`src/rtl/mptw_pipeline_ctrl_if.sv`:
```
// Handshake bundle between the CPU-side request port, the walker pipeline and the system side.
// The controller uses the slave modport; the environment driving it uses master.
interface mptw_pipeline_ctrl_if;
  logic valid_req_i;
  logic pipeline_valid_i;
  logic pipeline_ready_i;
  logic system_valid_o;
  logic system_ready_o;

  modport master (
    output valid_req_i,
    output pipeline_valid_i,
    output pipeline_ready_i,
    input  system_valid_o,
    input  system_ready_o
  );

  modport slave (
    input  valid_req_i,
    input  pipeline_valid_i,
    input  pipeline_ready_i,
    output system_valid_o,
    output system_ready_o
  );
endinterface

```
`src/rtl/mptw_pipeline_ctrl.sv`:
```
// Flush/stall controller for the MPT walker pipeline with STAGES_NUM stages.
// Optional flush watchdog enabled by defining MPTW_CTRL_FLUSH_TIMEOUT_EN.
module mptw_pipeline_ctrl #(
  parameter int unsigned STAGES_NUM           = 4,
  parameter int unsigned FLUSH_TIMEOUT_CYCLES = 64
) (
  input  logic                      clk_i,
  input  logic                      rst_i,
  mptw_pipeline_ctrl_if.slave       hs,
  input  logic                      flush_all_i,
  input  logic                      flush_spec_i,
  input  logic                      error_i,
  input  logic                      stall_i,
  input  logic [STAGES_NUM-1:0]     stage_busy_i,
  input  logic [STAGES_NUM-1:0]     stage_spec_i,
  input  logic [STAGES_NUM-1:0]     flush_ack_i,
  output logic [2*STAGES_NUM-1:0]   flush_ctrl_o,
  output logic                      busy_o,
  output logic                      stalled_o,
  output logic                      flush_done_o,
  output logic                      flush_timeout_o
);

  typedef enum logic [2:0] {StIdle, StRunning, StFlush, StStall, StStallFlush} state_e;
  typedef enum logic [1:0] {FcNone = 2'd0, FcSpec = 2'd1, FcAll = 2'd2} ftype_e;

  state_e                  state_q, state_d;
  ftype_e                  ftype_q, ftype_d;
  logic [STAGES_NUM-1:0]   pending_q, pending_d;
  logic [2*STAGES_NUM-1:0] flush_ctrl_q, flush_ctrl_d;
  logic                    done_q, done_d;
  logic                    stall_cond, req_all, req_spec, upgrade;
  state_e                  run_next, post_next;

`ifdef MPTW_CTRL_FLUSH_TIMEOUT_EN
  localparam int unsigned CntW = $clog2(FLUSH_TIMEOUT_CYCLES + 1);
  logic [CntW-1:0] cnt_q, cnt_d;
  logic            timeout_q, timeout_d;
`endif

  always_comb begin
    stall_cond = stall_i | ~hs.pipeline_ready_i;
    req_all    = flush_all_i | error_i;
    req_spec   = flush_spec_i & ~req_all;
    upgrade    = 1'b0;

    run_next  = stall_cond ? StStall :
                (((hs.valid_req_i & hs.pipeline_ready_i) | (|stage_busy_i)) ? StRunning : StIdle);
    post_next = stall_cond ? StStall : (hs.valid_req_i ? StRunning : StIdle);

    state_d   = state_q;
    ftype_d   = ftype_q;
    pending_d = pending_q;
    done_d    = 1'b0;
`ifdef MPTW_CTRL_FLUSH_TIMEOUT_EN
    cnt_d     = cnt_q;
    timeout_d = 1'b0;
`endif

    unique case (state_q)
      StIdle, StRunning, StStall: begin
        if (req_all || req_spec) begin
          state_d   = stall_cond ? StStallFlush : StFlush;
          ftype_d   = req_all ? FcAll : FcSpec;
          pending_d = req_all ? {STAGES_NUM{1'b1}} : stage_spec_i;
`ifdef MPTW_CTRL_FLUSH_TIMEOUT_EN
          cnt_d     = '0;
`endif
        end else begin
          state_d = run_next;
        end
      end
      StFlush, StStallFlush: begin
        // Acks retire first so a same-cycle request can re-arm a stage.
        pending_d = pending_q & ~flush_ack_i;
        if (req_all) begin
          upgrade   = 1'b1;
          ftype_d   = FcAll;
          pending_d = {STAGES_NUM{1'b1}};
        end else if (req_spec && ftype_q == FcSpec) begin
          pending_d = pending_d | stage_spec_i;
        end
`ifdef MPTW_CTRL_FLUSH_TIMEOUT_EN
        if (upgrade) begin
          cnt_d = '0;
        end else begin
          cnt_d = cnt_q + CntW'(1);
          if (cnt_d == CntW'(FLUSH_TIMEOUT_CYCLES) && pending_d != '0) begin
            pending_d = '0;
            timeout_d = 1'b1;
          end
        end
`endif
        if (pending_d == '0) begin
          done_d  = 1'b1;
          ftype_d = FcNone;
          state_d = post_next;
        end else begin
          state_d = stall_cond ? StStallFlush : StFlush;
        end
      end
      default: state_d = StIdle;
    endcase

    flush_ctrl_d = '0;
    for (int unsigned i = 0; i < STAGES_NUM; i++) begin
      flush_ctrl_d[2*i +: 2] = pending_d[i] ? ftype_d : FcNone;
    end
  end

  always_ff @(posedge clk_i) begin
    if (rst_i) begin
      state_q      <= StIdle;
      ftype_q      <= FcNone;
      pending_q    <= '0;
      flush_ctrl_q <= '0;
      done_q       <= 1'b0;
`ifdef MPTW_CTRL_FLUSH_TIMEOUT_EN
      cnt_q        <= '0;
      timeout_q    <= 1'b0;
`endif
    end else begin
      state_q      <= state_d;
      ftype_q      <= ftype_d;
      pending_q    <= pending_d;
      flush_ctrl_q <= flush_ctrl_d;
      done_q       <= done_d;
`ifdef MPTW_CTRL_FLUSH_TIMEOUT_EN
      cnt_q        <= cnt_d;
      timeout_q    <= timeout_d;
`endif
    end
  end

  logic pass_hs;

  always_comb begin
    pass_hs   = (state_q == StIdle || state_q == StRunning) &&
                !(req_all || flush_spec_i) && !stall_cond;
    busy_o    = (state_q == StFlush || state_q == StStallFlush) ? 1'b1 :
                (state_q == StRunning || state_q == StStall) ? (|stage_busy_i) : 1'b0;
    stalled_o = (state_q == StStall || state_q == StStallFlush);
    hs.system_valid_o = pass_hs & hs.pipeline_valid_i;
    hs.system_ready_o = pass_hs & hs.pipeline_ready_i;
  end

  assign flush_ctrl_o = flush_ctrl_q;
  assign flush_done_o = done_q;
`ifdef MPTW_CTRL_FLUSH_TIMEOUT_EN
  assign flush_timeout_o = timeout_q;
`else
  assign flush_timeout_o = 1'b0;
`endif

endmodule

```
`src/flat_wrapper.sv`:
```
// flat-port wrapper written by rule: the top's interface ports become plain ports
module mptw_pipeline_ctrl_flat 
#(
  parameter int unsigned STAGES_NUM           = 4,
  parameter int unsigned FLUSH_TIMEOUT_CYCLES = 64
)
  (clk_i, rst_i, flush_all_i, flush_spec_i, error_i, stall_i, stage_busy_i, stage_spec_i, flush_ack_i, flush_ctrl_o, busy_o, stalled_o, flush_done_o, flush_timeout_o, hs_valid_req_i, hs_pipeline_valid_i, hs_pipeline_ready_i, hs_system_valid_o, hs_system_ready_o);
  mptw_pipeline_ctrl_if hs_i ();
  input  logic clk_i;
  input  logic rst_i;
  input  logic flush_all_i;
  input  logic flush_spec_i;
  input  logic error_i;
  input  logic stall_i;
  input  logic [STAGES_NUM-1:0] stage_busy_i;
  input  logic [STAGES_NUM-1:0] stage_spec_i;
  input  logic [STAGES_NUM-1:0] flush_ack_i;
  output logic [2*STAGES_NUM-1:0] flush_ctrl_o;
  output logic busy_o;
  output logic stalled_o;
  output logic flush_done_o;
  output logic flush_timeout_o;
  input wire logic [$bits(hs_i.valid_req_i)-1:0] hs_valid_req_i;
  input wire logic [$bits(hs_i.pipeline_valid_i)-1:0] hs_pipeline_valid_i;
  input wire logic [$bits(hs_i.pipeline_ready_i)-1:0] hs_pipeline_ready_i;
  output wire logic [$bits(hs_i.system_valid_o)-1:0] hs_system_valid_o;
  output wire logic [$bits(hs_i.system_ready_o)-1:0] hs_system_ready_o;
  assign hs_i.valid_req_i = hs_valid_req_i;
  assign hs_i.pipeline_valid_i = hs_pipeline_valid_i;
  assign hs_i.pipeline_ready_i = hs_pipeline_ready_i;
  assign hs_system_valid_o = hs_i.system_valid_o;
  assign hs_system_ready_o = hs_i.system_ready_o;
  mptw_pipeline_ctrl #(.STAGES_NUM(STAGES_NUM), .FLUSH_TIMEOUT_CYCLES(FLUSH_TIMEOUT_CYCLES)) u_core (.clk_i(clk_i), .rst_i(rst_i), .hs(hs_i), .flush_all_i(flush_all_i), .flush_spec_i(flush_spec_i), .error_i(error_i), .stall_i(stall_i), .stage_busy_i(stage_busy_i), .stage_spec_i(stage_spec_i), .flush_ack_i(flush_ack_i), .flush_ctrl_o(flush_ctrl_o), .busy_o(busy_o), .stalled_o(stalled_o), .flush_done_o(flush_done_o), .flush_timeout_o(flush_timeout_o));
endmodule
```
`config.mk`:
```
export PLATFORM = sky130hd
export DESIGN_NAME = mptw_pipeline_ctrl_flat
export DESIGN_NICKNAME = d
export VERILOG_FILES = /design/src/rtl/mptw_pipeline_ctrl_if.sv /design/src/rtl/mptw_pipeline_ctrl.sv /design/src/flat_wrapper.sv
export SDC_FILE = /design/constraint.sdc
export NUM_CORES = 1
export LEC_CHECK = 0
export ABC_AREA = 0
export ABC_CLOCK_PERIOD_IN_PS = 2600
export CORE_MARGIN = 2
export CORE_UTILIZATION = 38
export CTS_CLUSTER_SIZE = 16
export DETAILED_ROUTE_END_ITERATION = 8
export PLACE_DENSITY = 0.74
export SLEW_MARGIN = 5
export SYNTH_ARGS = -nofsm -noshare
export SYNTH_HDL_FRONTEND = slang
export SYNTH_SLANG_ARGS = --single-unit
export TNS_END_PERCENT = 30
```
`constraint.sdc`:
```
create_clock -name clk_i -period 2.6 [get_ports clk_i]
set_input_delay 0.65 -clock clk_i [delete_from_list [all_inputs] [get_ports clk_i]]
set_output_delay 0.65 -clock clk_i [all_outputs]
set_load 0.005 [all_outputs]
```
* After elaboration in Yosys (flattened, before gate mapping)
Cells that the tools add are included.
** Word-level totals
- Output and inout bits :: 14
- Logic and storage cells :: 73
- Bits in registers :: 18
** Operators by class
- Multiplexer cells :: 22
- Bitwise gates (word level) :: 17
- Reductions and logical operators :: 21
- Eq/ne operators :: 5
** Operators by type and width (count)
- 2-to-1 mux 4 bit :: 5
- 2-to-1 mux 3 bit :: 5
- OR reduction 2 bit :: 6
- 2-to-1 mux 2 bit :: 4
- case mux 4 bit (2 select lines) :: 1
- NOT 1 bit :: 7
- equality test 3 x 2 -> 1 bit, second input constant :: 2
- logical OR 1 bit :: 6
- case mux 3 bit (2 select lines) :: 1
- 2-to-1 mux 1 bit :: 5
- bitwise AND 1 bit :: 4
- bitwise AND 4 bit :: 1
- logical NOT 4 bit :: 1
- NOT 4 bit :: 1
- bitwise OR 4 bit :: 1
- case mux 2 bit (2 select lines) :: 1
- OR reduction 4 bit :: 1
- equality test 3 x 1 -> 1 bit, second input constant :: 1
- equality test 3 bit, second input constant :: 1
- logical AND 1 bit :: 3
- logical NOT 3 bit :: 1
- bitwise OR 1 bit :: 3
- OR reduction 3 bit :: 1
- equality test 2 x 1 -> 1 bit, second input constant :: 1
- logical NOT 1 bit :: 2

* Longest topological paths before layout
- Depth in word-level cells :: 10
- Gate-level depth with buffers :: 8

* Worst setup path before layout
Ideal clock, no wire load.
- Kind :: input -> register
- Start :: input error_i
- End :: register u_core.state_q[1]
- Setup time :: 0.126 ns
- Data required time :: 2.474 ns
- Data arrival time :: 2.412 ns
- Buffers on the path :: 2
- Cell stages on the path :: 8
- Path slack :: 0.062 ns
- Cell sequence :: or2_0 -> clkbuf_2 -> a221o_1 -> or4_4 -> buf_6 -> ha_1 -> a22oi_1 -> nor2_1
** Between the ends
- Cells in the longest elaborated chain, start to end :: 10
- Elaborated cells between the ends (all ways) :: 12
- Those cells by class :: mux: 6; bitwise: 3; reduce/logical: 3
** Ends and longest elaborated chain
- start: declaration :: line flat_wrapper.sv:13 : input logic error_i;
- bitwise OR 1 bit * :: line mptw_pipeline_ctrl.sv:43 : req_all = flush_all_i | error_i;
- NOT 1 bit :: line mptw_pipeline_ctrl.sv:44 : req_spec = flush_spec_i & ~req_all;
- bitwise AND 1 bit :: line mptw_pipeline_ctrl.sv:44
- logical AND 1 bit :: line mptw_pipeline_ctrl.sv:80 : end else if (req_spec && ftype_q == FcSpec) begin
- 2-to-1 mux 4 bit :: line mptw_pipeline_ctrl.sv:80
- 2-to-1 mux 4 bit :: line mptw_pipeline_ctrl.sv:76 : if (req_all) begin
- 2-to-1 mux 4 bit :: line mptw_pipeline_ctrl.sv:60 : unique case (state_q)
- logical NOT 4 bit :: line mptw_pipeline_ctrl.sv:94 : if (pending_d == '0) begin
- 2-to-1 mux 3 bit :: line mptw_pipeline_ctrl.sv:94
- case mux 3 bit (2 select lines) * :: line mptw_pipeline_ctrl.sv:60
- end signal: assignment :: line mptw_pipeline_ctrl.sv:113 : state_q <= StIdle;
- end signal: assignment :: line mptw_pipeline_ctrl.sv:123 : state_q <= state_d;
- end: declaration :: line mptw_pipeline_ctrl.sv:27 : state_e state_q, state_d;
Mark *: on every way between the ends. The rest lies on a longest branch, timed or not. The select of a mux whose other input is x is not followed.
A chain may end at the register's enable or synchronous reset.

* Worst setup path in the final report
- Start :: input flush_spec_i
- End :: output hs_system_valid_o
** Between the ends
- Cells in the longest elaborated chain, start to end :: 5
** Ends and longest elaborated chain
- start: declaration :: line flat_wrapper.sv:12 : input logic flush_spec_i;
- logical OR 1 bit :: line mptw_pipeline_ctrl.sv:139 : !(req_all || flush_spec_i) && !stall_cond;
- logical NOT 1 bit :: line mptw_pipeline_ctrl.sv:139
- logical AND 1 bit :: line mptw_pipeline_ctrl.sv:138 : pass_hs = (state_q == StIdle || state_q == StRunning) &&
- logical AND 1 bit :: line mptw_pipeline_ctrl.sv:139
- bitwise AND 1 bit :: line mptw_pipeline_ctrl.sv:143 : hs.system_valid_o = pass_hs & hs.pipeline_valid_i;
- end: declaration :: line flat_wrapper.sv:26 : output wire logic [$bits(hs_i.system_valid_o)-1:0] hs_system_valid_o;
Every way passes these cells.

==> report_table.html <==
<table>
<tr><th>Metric</th><th>Value</th></tr>
<tr><th colspan="2">Global routing</th></tr>
<tr><td>Number of antenna violations at the first check in global routing</td><td>0</td></tr>
<tr><td>M3 GR Usage</td><td>3.45%</td></tr>
<tr><td>Global-route wire length before repair</td><td>3710 um</td></tr>
<tr><td>Largest net degree at the start of global routing</td><td>11</td></tr>
<tr><td>Met1 track utilization from global routing</td><td>21.8%</td></tr>
<tr><td>Global Route met2 Usage</td><td>31.0%</td></tr>
<tr><td>Via count of the first global-routing pass</td><td>895</td></tr>
<tr><td>Global routing usage summed across all routing layers</td><td>18.0%</td></tr>
<tr><td>Gr busiest metal</td><td>met2</td></tr>
<tr><td>Overflow left after global routing</td><td>0</td></tr>
<tr><th colspan="2">Timing</th></tr>
<tr><td>RSZ-0062 raised after global routing</td><td>no</td></tr>
<tr><td>Final Cycle Share</td><td>96.5%</td></tr>
<tr><td>Achievable clock frequency</td><td>0.398 GHz</td></tr>
<tr><td>Worst slew pin tran</td><td>0.550 ns</td></tr>
<tr><td>Headroom to the max-slew limit</td><td>63.2%</td></tr>
<tr><td>Worst-case setup margin in the final layout</td><td>0.0898 ns</td></tr>
<tr><td>Final clock skew</td><td>0.00118 ns</td></tr>
<tr><td>Final-report hold violation count</td><td>0</td></tr>
<tr><td>Setup-violating endpoint count in the final report</td><td>0</td></tr>
<tr><td>Pins over their slew limit</td><td>0</td></tr>
<tr><td>Clock period minus final worst setup slack</td><td>2.51 ns</td></tr>
<tr><td>Tightest hold margin</td><td>0.575 ns</td></tr>
<tr><th colspan="2">Cells and area</th></tr>
<tr><td>Post-layout net count</td><td>165</td></tr>
<tr><td>Count of antenna diodes in the layout</td><td>0</td></tr>
<tr><td>Most common cell after layout, fill and taps aside</td><td>clkdlybuf4s50_1</td></tr>
<tr><td>Count of fill cells added during filler insertion</td><td>185</td></tr>
<tr><td>Total area of multi-input combinational cells</td><td>507 um^2</td></tr>
<tr><td>Growth of design area from synthesis to finish</td><td>58.3%</td></tr>
<tr><td>Commonest non-fill, non-tap cells in the layout</td><td>clkdlybuf4s50_1, nor2_1, dfxtp_1</td></tr>
<tr><td>Ratio of cells with drive above 1 in the final layout</td><td>24.1%</td></tr>
<tr><td>Sequential cell area</td><td>362 um^2</td></tr>
<tr><td>Post-route non-filler standard cell count</td><td>169</td></tr>
<tr><th colspan="2">Power</th></tr>
<tr><td>Sequential cell fraction of total power</td><td>44.1%</td></tr>
<tr><td>Sw Pwr</td><td>0.222 mW</td></tr>
<tr><td>Sw frac</td><td>28.6%</td></tr>
<tr><td>Total power divided by cell area</td><td>558 nW/um^2</td></tr>
<tr><td>Largest vdd supply drop</td><td>0.383 mV</td></tr>
<tr><td>Comb power frac</td><td>34.6%</td></tr>
<tr><td>Internal power</td><td>0.554 mW</td></tr>
<tr><td>Share of total power in the clock network</td><td>21.3%</td></tr>
<tr><td>Standby leakage power</td><td>0.592 nW</td></tr>
<tr><td>Total power draw</td><td>0.777 mW</td></tr>
<tr><th colspan="2">Drt</th></tr>
<tr><td>Count of TritonRoute iterations in the first routing pass</td><td>4</td></tr>
<tr><td>Vias per inst</td><td>5.27</td></tr>
<tr><td>Count of antenna-violating nets left after detailed routing</td><td>0</td></tr>
<tr><td>Number of DRC violations after detailed-routing iteration 0</td><td>40</td></tr>
<tr><td>Via count</td><td>890</td></tr>
<tr><td>DRC violation count after routing</td><td>0</td></tr>
<tr><td>Total wirelength of the detailed-routed design</td><td>2220 um</td></tr>
<tr><td>Per-cell routed wire length</td><td>13.2 um</td></tr>
<tr><th colspan="2">Clocking</th></tr>
<tr><td>CTS tree</td><td>yes</td></tr>
<tr><td>Clk Latency, worst-skew pair</td><td>0.28 ns</td></tr>
<tr><td>Number of sinks on the clock net</td><td>18</td></tr>
<tr><td>Number of hold-repair buffers added at the cts stage</td><td>0</td></tr>
<tr><td>H-tree levels</td><td>1</td></tr>
<tr><td>Clock edge transition at the registers on the reported setup and hold paths</td><td>0.10 ns</td></tr>
<tr><td>TritonCTS Buffers</td><td>3</td></tr>
<tr><td>Buffer depth of the longest clock path</td><td>2</td></tr>
<tr><td>Clk root buf</td><td>clkbuf_4</td></tr>
<tr><th colspan="2">Placed design</th></tr>
<tr><td>GPL Wtd Cong</td><td>0.860</td></tr>
<tr><td>Detailed placement HPWL</td><td>1730 um</td></tr>
<tr><td>IO buf count</td><td>33</td></tr>
<tr><td>Worst setup slack after placement</td><td>-0.546 ns</td></tr>
<tr><td>Total placed cells including tap cells</td><td>164</td></tr>
<tr><th colspan="2">Floorplanning</th></tr>
<tr><td>Starting density of the core</td><td>40.1%</td></tr>
<tr><td>Standard-cell rows</td><td>17</td></tr>
<tr><td>Die Span Y</td><td>52.1 um</td></tr>
<tr><td>Boundary Pins</td><td>35</td></tr>
<tr><td>Core area</td><td>2190 um^2</td></tr>
<tr><td>Die Wd</td><td>52.1 um</td></tr>
<tr><td>Area of the die</td><td>2720 um^2</td></tr>
<tr><th colspan="2">Worst setup path</th></tr>
<tr><td>CP startpoint</td><td>flush_spec_i</td></tr>
<tr><td>Crit path launch type</td><td>input pin</td></tr>
<tr><td>Reg2Reg Launch Point</td><td>u_core.ftype_q[1]</td></tr>
<tr><td>Critical-path cell with the highest stage delay</td><td>or3_4</td></tr>
<tr><td>Largest incremental delay on the critical path</td><td>0.40 ns</td></tr>
<tr><td>Arrival time of data at the critical path endpoint</td><td>1.86 ns</td></tr>
<tr><td>Crit Path Max Fanout</td><td>2</td></tr>
<tr><td>Type of element capturing the critical path</td><td>primary output</td></tr>
<tr><td>Ordered cell list for the critical path</td><td>dlygate4sd2_1 &gt; or3_4 &gt; nor4_4 &gt; and2_1 &gt; clkdlybuf4s15_2</td></tr>
<tr><td>Endpoint required time on the critical path</td><td>1.95 ns</td></tr>
<tr><td>Setup Crit Path Kind</td><td>input pin to primary output</td></tr>
<tr><th colspan="2">Yosys</th></tr>
<tr><td>Fraction of registers with async set/reset</td><td>0%</td></tr>
<tr><td>Avg Synthesized Cell Area</td><td>9.16 um^2</td></tr>
<tr><td>Post-synthesis instance total</td><td>96</td></tr>
<tr><td>Number of library cell types mapped by synthesis</td><td>35</td></tr>
<tr><td>Proportion of synthesized chip area in sequential cells</td><td>41.0%</td></tr>
<tr><td>Summed instance area of the synthesized netlist</td><td>880 um^2</td></tr>
<tr><td>Number of warnings reported in the yosys synthesis log</td><td>0</td></tr>
<tr><td>Synth Register Bits</td><td>18</td></tr>
<tr><td>Number of flops mapped to enable cells by yosys</td><td>0</td></tr>
<tr><td>Most used DFF post-synth</td><td>dfxtp_1</td></tr>
<tr><td>Number of nets produced by synthesis</td><td>119</td></tr>
<tr><th colspan="2">Worst hold path</th></tr>
<tr><td>Hold_sp</td><td>u_core.pending_q[0]</td></tr>
<tr><td>Classification of the worst-slack hold path</td><td>flip-flop to flip-flop</td></tr>
<tr><th colspan="2">Status</th></tr>
<tr><td>Status</td><td>finished, final reports clean</td></tr>
<tr><th colspan="2">Run</th></tr>
<tr><td>MaxCap Viol Count</td><td>0</td></tr>
</table>
## final cells by class
cell class	count	share of cell area (%)
multi-input cells	66	36.4
repair buffers	46	30.6
well taps	28	2.52
inverters	7	1.89
clock buffers	4	2.61
flip-flops and latches	18	26.0
## final timing paths
| kind | to | slack [ns] | cells past startpoint |
|---|---|---|---|
| setup / recovery | hs_system_valid_o | 0.09 | 5 |
| hold / removal | u_core.pending_q[0] | 0.57 | 2 |
| setup reg to reg | u_core.state_q[1] | 0.50 | 6 |
| hold reg to reg | u_core.pending_q[0] | 0.57 | 2 |
## synthesized netlist by cell type (all sizes together) (2+ instances only)
library cell | count | area share, %
clkbuf | 2 | 0.99
nand2 | 9 | 3.8
a222oi | 4 | 4.6
o21ai | 2 | 1.1
a22oi | 3 | 4.1
nor2b | 2 | 1.4
nor2 | 17 | 7.3
dfxtp | 18 | 41
a221o | 4 | 4.8
ha | 2 | 2.8
buf | 3 | 2.6
nor4 | 3 | 2.1
nand2b | 3 | 2.1
inv | 7 | 3.0
nor3 | 2 | 1.1
## what timing repair did
| action | in CTS | in global routing |
|---|---|---|
| resized for setup | 19 | 0 |
| setup endpoints to repair | 16 | 0 |
| setup buffers | 1 | 0 |
## worst max-delay path, delay by kind of cell
kind / cells / cell delay, ns
buffers and inverters: 2 / 0.43
AND/OR/NAND/NOR: 3 / 0.77
## logic make-up after synthesis
| logic type | Yosys count | synth area share [%] |
|---|---|---|
| buffers and inverters | 12 | 6.54 |
| other | 1 | 0.426 |
| AND/OR/NAND/NOR | 42 | 23.9 |
| flip-flops | 18 | 41.0 |
| multiplexers | 1 | 1.14 |
| XOR/XNOR | 1 | 0.996 |
| AO/OA/AOI/OAI | 19 | 23.2 |
| adder cells (fa/ha/maj) | 2 | 2.84 |
## per-stage QoR
step | cell area, um^2 | utilization, % | setup TNS [ns]
after detailed placement | 1300 | 59.5 | -6.24
after CTS | 1390 | 63.6 | 0
after global routing | 1390 | 63.6 | 0
after floorplan | 880 | - | 0
after global placement | 1300 | 59.5 | -5.74
final | 1390 | 63.6 | 0
## layer usage
| metal | share of wire (%) | vias up |
|---|---|---|
| met4 | 0.36 | 0 |
| met3 | 6.9 | 2 |
| met1 | 44 | 414 |
| met2 | 49 | 41 |
| met5 | 0 | - |
| li1 | - | 433 |
## state kept, by name, summed over array words and instances, names as in the netlist
register,cells
u_core.flush_done_o,1
u_core.ftype_q,2
u_core.pending_q,4
u_core.state_q,3
u_core.flush_ctrl_o,8
## power groups by stage
| stage | Combinational (mW) | Sequential [mW] | Clock [mW] |
|---|---|---|---|
| 2_1_floorplan | 0.131 | 0.338 | 0 |
| 3_3_place_gp | 0.260 | 0.344 | 0 |
| 3_5_place_dp | 0.264 | 0.345 | 0 |
| 4_1_cts | 0.270 | 0.342 | 0.172 |
| 5_1_grt | 0.292 | 0.348 | 0.184 |
| 6_report | 0.269 | 0.342 | 0.166 |
No activity file was read; power rests on OpenSTA's default activity.
